## src/rtl/microgreen_uart_report_tx.sv

```systemverilog
// UART 8N1 transmitter for the 7-byte classifier report frame:
// SYNC_BYTE, payload bytes b0..b4, then the XOR of b0..b4.
module microgreen_uart_report_tx #(
  parameter int unsigned CLKS_PER_BIT = 87,
  parameter logic [7:0]  SYNC_BYTE    = 8'hA5
) (
  input  logic        clk,
  input  logic        rst_n,
  input  logic        ena,
  input  logic        start,
  input  logic [39:0] payload,
  output logic        tx,
  output logic        busy,
  output logic        done,
  output logic        overrun,
  output logic [1:0]  dbg_state
);

  localparam int unsigned BAUD_W = (CLKS_PER_BIT > 1) ? $clog2(CLKS_PER_BIT) : 1;
  localparam logic [BAUD_W-1:0] BAUD_LAST = BAUD_W'(CLKS_PER_BIT - 1);

  typedef enum logic [1:0] {
    S_IDLE  = 2'd0,
    S_START = 2'd1,
    S_DATA  = 2'd2,
    S_STOP  = 2'd3
  } state_t;

  state_t            state_q, state_d;
  logic [BAUD_W-1:0] baud_q, baud_d;
  logic [2:0]        bit_q, bit_d;
  logic [2:0]        byte_q, byte_d;
  logic [7:0]        shift_q, shift_d;
  logic [39:0]       payload_q, payload_d;
  logic [7:0]        chk_q, chk_d;
  logic              tx_q, tx_d;
  logic              busy_q, busy_d;
  logic              done_q, done_d;
  logic              overrun_q, overrun_d;

  logic              baud_end;
  logic [7:0]        next_byte;

  assign baud_end = (baud_q == BAUD_LAST);

  // Byte that follows the one currently indexed by byte_q.
  always_comb begin
    next_byte = chk_q;
    case (byte_q)
      3'd0:    next_byte = payload_q[7:0];
      3'd1:    next_byte = payload_q[15:8];
      3'd2:    next_byte = payload_q[23:16];
      3'd3:    next_byte = payload_q[31:24];
      3'd4:    next_byte = payload_q[39:32];
      default: next_byte = chk_q;
    endcase
  end

  // Handshake: a start pulse is accepted on an enabled edge where busy is low;
  // a start seen while busy is high is dropped and reported on overrun.
  always_comb begin
    state_d   = state_q;
    baud_d    = baud_q;
    bit_d     = bit_q;
    byte_d    = byte_q;
    shift_d   = shift_q;
    payload_d = payload_q;
    chk_d     = chk_q;
    tx_d      = tx_q;
    busy_d    = busy_q;
    done_d    = 1'b0;
    overrun_d = 1'b0;

    if (ena) begin
      if (start && busy_q) begin
        overrun_d = 1'b1;
      end

      case (state_q)
        S_IDLE: begin
          if (start) begin
            state_d   = S_START;
            payload_d = payload;
            chk_d     = payload[7:0] ^ payload[15:8] ^ payload[23:16]
                      ^ payload[31:24] ^ payload[39:32];
            shift_d   = SYNC_BYTE;
            baud_d    = '0;
            bit_d     = 3'd0;
            byte_d    = 3'd0;
            tx_d      = 1'b0;
            busy_d    = 1'b1;
          end
        end

        S_START: begin
          if (baud_end) begin
            baud_d  = '0;
            state_d = S_DATA;
            tx_d    = shift_q[0];
          end else begin
            baud_d = baud_q + 1'b1;
          end
        end

        S_DATA: begin
          if (baud_end) begin
            baud_d = '0;
            if (bit_q == 3'd7) begin
              bit_d   = 3'd0;
              state_d = S_STOP;
              tx_d    = 1'b1;
            end else begin
              bit_d   = bit_q + 3'd1;
              shift_d = {1'b0, shift_q[7:1]};
              tx_d    = shift_q[1];
            end
          end else begin
            baud_d = baud_q + 1'b1;
          end
        end

        S_STOP: begin
          if (baud_end) begin
            baud_d = '0;
            if (byte_q < 3'd6) begin
              byte_d  = byte_q + 3'd1;
              shift_d = next_byte;
              state_d = S_START;
              tx_d    = 1'b0;
            end else begin
              byte_d  = 3'd0;
              state_d = S_IDLE;
              busy_d  = 1'b0;
              done_d  = 1'b1;
            end
          end else begin
            baud_d = baud_q + 1'b1;
          end
        end

        default: state_d = S_IDLE;
      endcase
    end
  end

  always_ff @(posedge clk or negedge rst_n) begin
    if (!rst_n) begin
      state_q   <= S_IDLE;
      baud_q    <= '0;
      bit_q     <= 3'd0;
      byte_q    <= 3'd0;
      shift_q   <= 8'd0;
      payload_q <= 40'd0;
      chk_q     <= 8'd0;
      tx_q      <= 1'b1;
      busy_q    <= 1'b0;
      done_q    <= 1'b0;
      overrun_q <= 1'b0;
    end else begin
      state_q   <= state_d;
      baud_q    <= baud_d;
      bit_q     <= bit_d;
      byte_q    <= byte_d;
      shift_q   <= shift_d;
      payload_q <= payload_d;
      chk_q     <= chk_d;
      tx_q      <= tx_d;
      busy_q    <= busy_d;
      done_q    <= done_d;
      overrun_q <= overrun_d;
    end
  end

  assign tx        = tx_q;
  assign busy      = busy_q;
  assign done      = done_q;
  assign overrun   = overrun_q;
  assign dbg_state = state_q;

endmodule

```

## config.mk

```make
export PLATFORM = sky130hd
export DESIGN_NAME = microgreen_uart_report_tx
export DESIGN_NICKNAME = d
export VERILOG_FILES = /design/src/rtl/microgreen_uart_report_tx.sv
export SDC_FILE = /design/constraint.sdc
export NUM_CORES = 1
export LEC_CHECK = 0
export BUFFER_PORTS_ARGS = -buffer_cell sky130_fd_sc_hd__buf_2
export CAP_MARGIN = 20
export CORE_AREA = 2 2 80 113
export CTS_BUF_LIST = sky130_fd_sc_hd__clkbuf_4 sky130_fd_sc_hd__clkbuf_8
export CTS_CLUSTER_SIZE = 14
export DETAILED_ROUTE_END_ITERATION = 10
export DIE_AREA = 0 0 82 115
export PLACE_DENSITY = 0.76
export SYNTH_ARGS = -nofsm -noshare
export SYNTH_HDL_FRONTEND = slang
export SYNTH_SLANG_ARGS = --single-unit
```

## constraint.sdc

```tcl
create_clock -name clk -period 2.6 [get_ports clk]
set_input_delay 0.39 -clock clk [delete_from_list [all_inputs] [get_ports clk]]
set_output_delay 0.39 -clock clk [all_outputs]
set_load 0.01 [all_outputs]
```

* After elaboration in Yosys (flattened, before gate mapping)
Cells that the tools add are included.
** Word-level totals
- Register bits after elaboration :: 75
- Bits in latches :: 0
- RAM bits :: 0
- ROM bits :: 0
- Bits of input ports :: 44
- Word-level logic and storage cells :: 92
- Memories kept :: 0
** Operators by class
- $add $sub $neg :: 3
- Multipliers :: 0
- Divide/modulo/power cells :: 0
- Magnitude comparators :: 1
- Equal/unequal tests :: 17
- Shifts and indexed selects :: 0
- Mux-type cells :: 41
- Bitwise operators :: 4
- Reductions and logical operators :: 15
** Operator list (number)
- $mux W8 :: 5
- $pmux W8 S5 :: 1
- $xor A8 B8 Y8 :: 4
- $pmux W8 S3 :: 1
- $mux W1 :: 16
- $ne A2 B2 Y1 const B :: 8
- $mux W3 :: 5
- $mux W7 :: 2
- $pmux W7 S2 :: 1
- $pmux W3 S2 :: 2
- $reduce_and A6 Y1 :: 2
- $mux W2 :: 5
- $pmux W2 S4 :: 1
- $reduce_and A4 Y1 :: 2
- $add A7 B1 Y7 const B :: 1
- $eq A7 B7 Y1 const B :: 1
- $reduce_and A7 Y1 :: 1
- $add A3 B1 Y3 const B :: 2
- $eq A3 B2 Y1 const B :: 2
- $eq A3 B3 Y1 const B :: 2
- $reduce_and A5 Y1 :: 1
- $eq A2 B2 Y1 const B :: 2
- $pmux W1 S4 :: 1
- $reduce_bool A2 Y1 :: 2
- other kinds (11) :: 11

* Logic depth before layout (Yosys ltp)
- Depth in word-level cells :: 5
- Gate-level depth with buffers :: 8
- Mapped depth without buffers :: 6

* Least setup slack after synthesis
OpenSTA, ideal clock, no wires.
- Path kind :: register to register
- From :: register byte_q[2]
- To :: register shift_q[1]
- Setup time :: 138 ps
- Arrival time :: 1871 ps
- Path slack :: 591 ps
- Cell stages (with the launch flop) :: 9
- Buffers on the path :: 2
- Clock period less this slack :: 2009 ps
- Path through :: dfrtp_1 clkbuf_1 inv_1 ha_1 clkbuf_1 nor2_2 nand2_1 o221ai_1 a31oi_4
** Between the ends
- Cells in the longest elaborated chain, start to end :: 5
** RTL lines
- start, declared :: RTL line 32 : logic [2:0] byte_q, byte_d;
- start signal, assigned :: RTL line 163 : byte_q <= byte_d;
- $eq A3 B3 Y1 (tied with other cells) :: RTL line 49 : case (byte_q)
- $pmux W8 S5 :: RTL line 49
- $mux W8 :: RTL line 125 : if (byte_q < 3'd6) begin
- $mux W8 :: RTL line 123 : if (baud_end) begin
- $pmux W8 S3 :: RTL line 79 : case (state_q)
- end signal, assigned :: RTL line 164 : shift_q <= shift_d;
- end, declared :: RTL line 33 : logic [7:0] shift_q, shift_d;
Several ways; a longest one is shown, not always the timed one. The select of a mux whose other input is x is not followed.
A chain may end at the register's enable or synchronous reset.

* Worst setup path after layout
- From :: register state_q[1], in the netlist dbg_state[1]
- To :: register shift_q[2]
** Between the ends
- Cells in the longest elaborated chain, start to end :: 3
** RTL lines
- start, declared :: RTL line 29 : state_t state_q, state_d;
- start signal, assigned :: RTL line 160 : state_q <= state_d;
- $eq A2 B2 Y1 / $logic_not A2 Y1 (equally long branches) :: RTL line 79
- $ne A2 B2 Y1 (no line) / $reduce_bool A3 Y1 (equally long branches)
- $reduce_and A7 Y1 (no line)
Several ways; a longest one is shown, not always the timed one.

==> results.ini <==
[power]
seqPwrFrac = 0.369
p_int_w = 0.003537
powerDensity_nw_per_um2 = 1162
switchingPower_w = 0.002030
combPwrFrac = 0.427
ir_drop_uv = 590.9
sw_frac_of_total = 0.3646
p_clk_frac = 0.204
p_leak_nw = 2.092

[cells_and_area]
antenna_cells = 0
syn_to_final_growth_pct = 15.92
n_fill_cell = 721
mostFrequentLayoutCell = dfrtp_1
final_cell_mix = dfrtp_1, buf_2, mux2_2
multi_input_area_um2 = 2121
seqCellArea_um2 = 1878
nets = 474
drive_gt1_frac = 0.3286

[yosys]
synth_top_area_cell = dfrtp_1
synth_nets = 420
ys_ff_latch = 75
ys_seq_area_frac = 0.4544
yosysWarnings = 0
netlist_area_um2 = 4133
netlist.area_leader.share = 0.4481
ys_async_sr_fraction = 1.000
yosys_most_used_dff = dfrtp_1
synth-edff-count = 0
synth.distinct_cells = 60
synth_area_leaders = dfrtp_1, mux2_2, xnor2_1, ha_1, nand2_1
syn_area_per_cell_um2 = 11.45
synthCells = 361

[cts]
cts_setup_buffers = 0
cts_tree = done
cts-root-buf = clkbuf_8
clock_sinks = 75
clk_pin_slew_ns = 0.09
cts_buffers = 9
clk_latency_ns = 0.37
h-tree-depth = 3
cts_resized = 0
clockBufferDepth = 2

[detailed_routing]
detail-route-antenna-nets = 0
drt_iter0_markers = 182
routed_wl_mm = 8.859
wire_per_inst_um = 16.87
drcViolationCount = 0
vias_per_cell = 5.697
firstDrtPassIters = 4
vias = 2991

[place]
place_ws_ns = 0.5787
globalplace.congestion = 0.7994
dp_hpwl_mm = 6.542
portBuffers = 49

[worst_setup_path]
crit_path_end_kind = flop
r2r_slack_ns = 0.54
worst_setup_path_start_kind = flop
arrival_ns = 2.30
cp_max_fo = 9
ff2ff_path_depth = 5
worstReg2RegEnd = shift_q[2]$_DFFE_PN0P_
rr_startpoint = dbg_state[1]$_DFFE_PN0P_
worstSetupStartpoint = dbg_state[1]$_DFFE_PN0P_
critPathKind = flop to flop
cp-endpoint = shift_q[2]$_DFFE_PN0P_
required_ns = 2.84

[global_route]
grt_first_pass_wirelength_mm = 15.12
globalRouteTotalUtil = 0.2101
first_global_vias = 3248
grt-ovfl-total = 0
antenna_found_initial = 0
grt_max_degree = 59

[outcome]
outcome = finished clean

[timing]
fin_setup_tns_ns = 0
rsz0062_at_grt = false
max_freq_mhz = 484.9
hold_viol = 0
max_slew_margin = 0.6026
skew_ns = 0.01974
timing.final.ws_setup_ns = 0.5377
finalCritPeriodShare = 0.7932
setup_viol = 0
drv_slew = 0
worst_pin_slew_ns = 0.5906
fin_crit_ns = 2.062

[floorplan]
start_util = 0.4915
io_pins = 50
die_h_um = 115
die_w_um = 82
rows = 40
die_area_um2 = 9430
core-area_um2 = 8408

[flow_run]
maxCapViolations = 0

[min_path]
hold_path_class = input port to flop

## critical path, cell delays in order (launching register included)
cell and delay, ns:
dfrtp_1 0.47, ha_1 0.33, and3_4 0.25, nor4_4 0.47, and2_4 0.31, a31oi_1 0.09
## per-layer routing
metal / wire length, um / track usage / vias up
met5: 0 / 0 / -
met4: 157 / 0.08000 / 0
met3: 318 / 0.05495 / 16
met2: 4722 / 0.3659 / 67
met1: 3661 / 0.2435 / 1480
li1: - / - / 1428
## layout make-up
type                            count  share of cell area
Multi-Input combinational cell    256              0.4427
Timing Repair Buffer               60             0.07417
Tap cell                          105             0.02742
Clock inverter                      4             0.02037
Inverter                           13             0.01019
Sequential cell                    75              0.3920
Clock buffer                       12             0.03317
## state kept, by name, indices dropped and copies added (netlist names)
| register | flops |
|---|---|
| baud_q | 7 |
| bit_q | 3 |
| busy | 1 |
| byte_q | 3 |
| chk_q | 8 |
| dbg_state | 2 |
| done | 1 |
| overrun | 1 |
| payload_q | 40 |
| shift_q | 8 |
| tx | 1 |
## power groups by stage
stage	combinational (W)	clock [W]	sequential, W
4_1_cts	0.00239	0.00114	0.00204
3_3_place_gp	0.00228	0	0.00204
2_1_floorplan	0.00183	0	0.00195
6_report	0.00238	0.00113	0.00205
5_1_grt	0.00264	0.00121	0.00211
3_5_place_dp	0.00237	0	0.00206
## repair_timing
action | in CTS | in global routing
hold endpoints to repair | 15 | 0
hold buffers | 1 | 0
endpoints found under the setup margin | 0 | 0
## through the flow
stage	power (W)	instances	hold WS, ns	utilization	instance area [um^2]
floorplan	0.003787	361	0.09441	-	4133
global placement	0.004318	508	0.3528	0.5381	4524
detailed placement	0.004437	508	0.3548	0.5381	4524
CTS	0.005578	525	0.2735	0.5698	4791
global route	0.005953	525	0.2728	0.5698	4791
finish	0.005566	525	0.2818	0.5698	4791
## Yosys cell counts (all sizes together) (3+ instances only)
| library cell | instances |
|---|---|
| a21oi | 15 |
| a221o | 4 |
| a22o | 5 |
| a22oi | 6 |
| a31oi | 9 |
| and2 | 3 |
| and3 | 4 |
| and3b | 3 |
| buf | 9 |
| clkbuf | 8 |
| dfrtp | 74 |
| ha | 15 |
| inv | 13 |
| mux2 | 47 |
| nand2 | 25 |
| nand3 | 9 |
| nand3b | 6 |
| nor2 | 7 |
| nor2b | 3 |
| o21ai | 17 |
| o221ai | 6 |
| o2bb2ai | 6 |
| or3 | 3 |
| xnor2 | 25 |
| xor2 | 9 |
## kinds of logic after synthesis
| logic type | count (synthesis) | synth area share |
|---|---|---|
| simple gates | 73 | 0.1036 |
| mux | 47 | 0.1290 |
| fa+ha+maj | 15 | 0.04541 |
| compound gates | 87 | 0.1620 |
| xor+xnor | 34 | 0.07206 |
| buf+inv | 30 | 0.03361 |
| flops | 75 | 0.4544 |
## worst min path at each step
stage | from | cells past startpoint | slack [ns] | end
finish | payload[22] | 2 | 0.28 | payload_q[22]$_DFFE_PN0P_
CTS | payload[22] | 2 | 0.27 | payload_q[22]$_DFFE_PN0P_
global placement | rst_n | 1 | 0.35 | overrun$_DFF_PN0_
global route | payload[31] | 2 | 0.27 | payload_q[31]$_DFFE_PN0P_
floorplan | rst_n | 0 | 0.09 | baud_q[0]$_DFFE_PN0P_
detailed placement | rst_n | 1 | 0.35 | overrun$_DFF_PN0_
No activity file was read; power rests on OpenSTA's default activity.
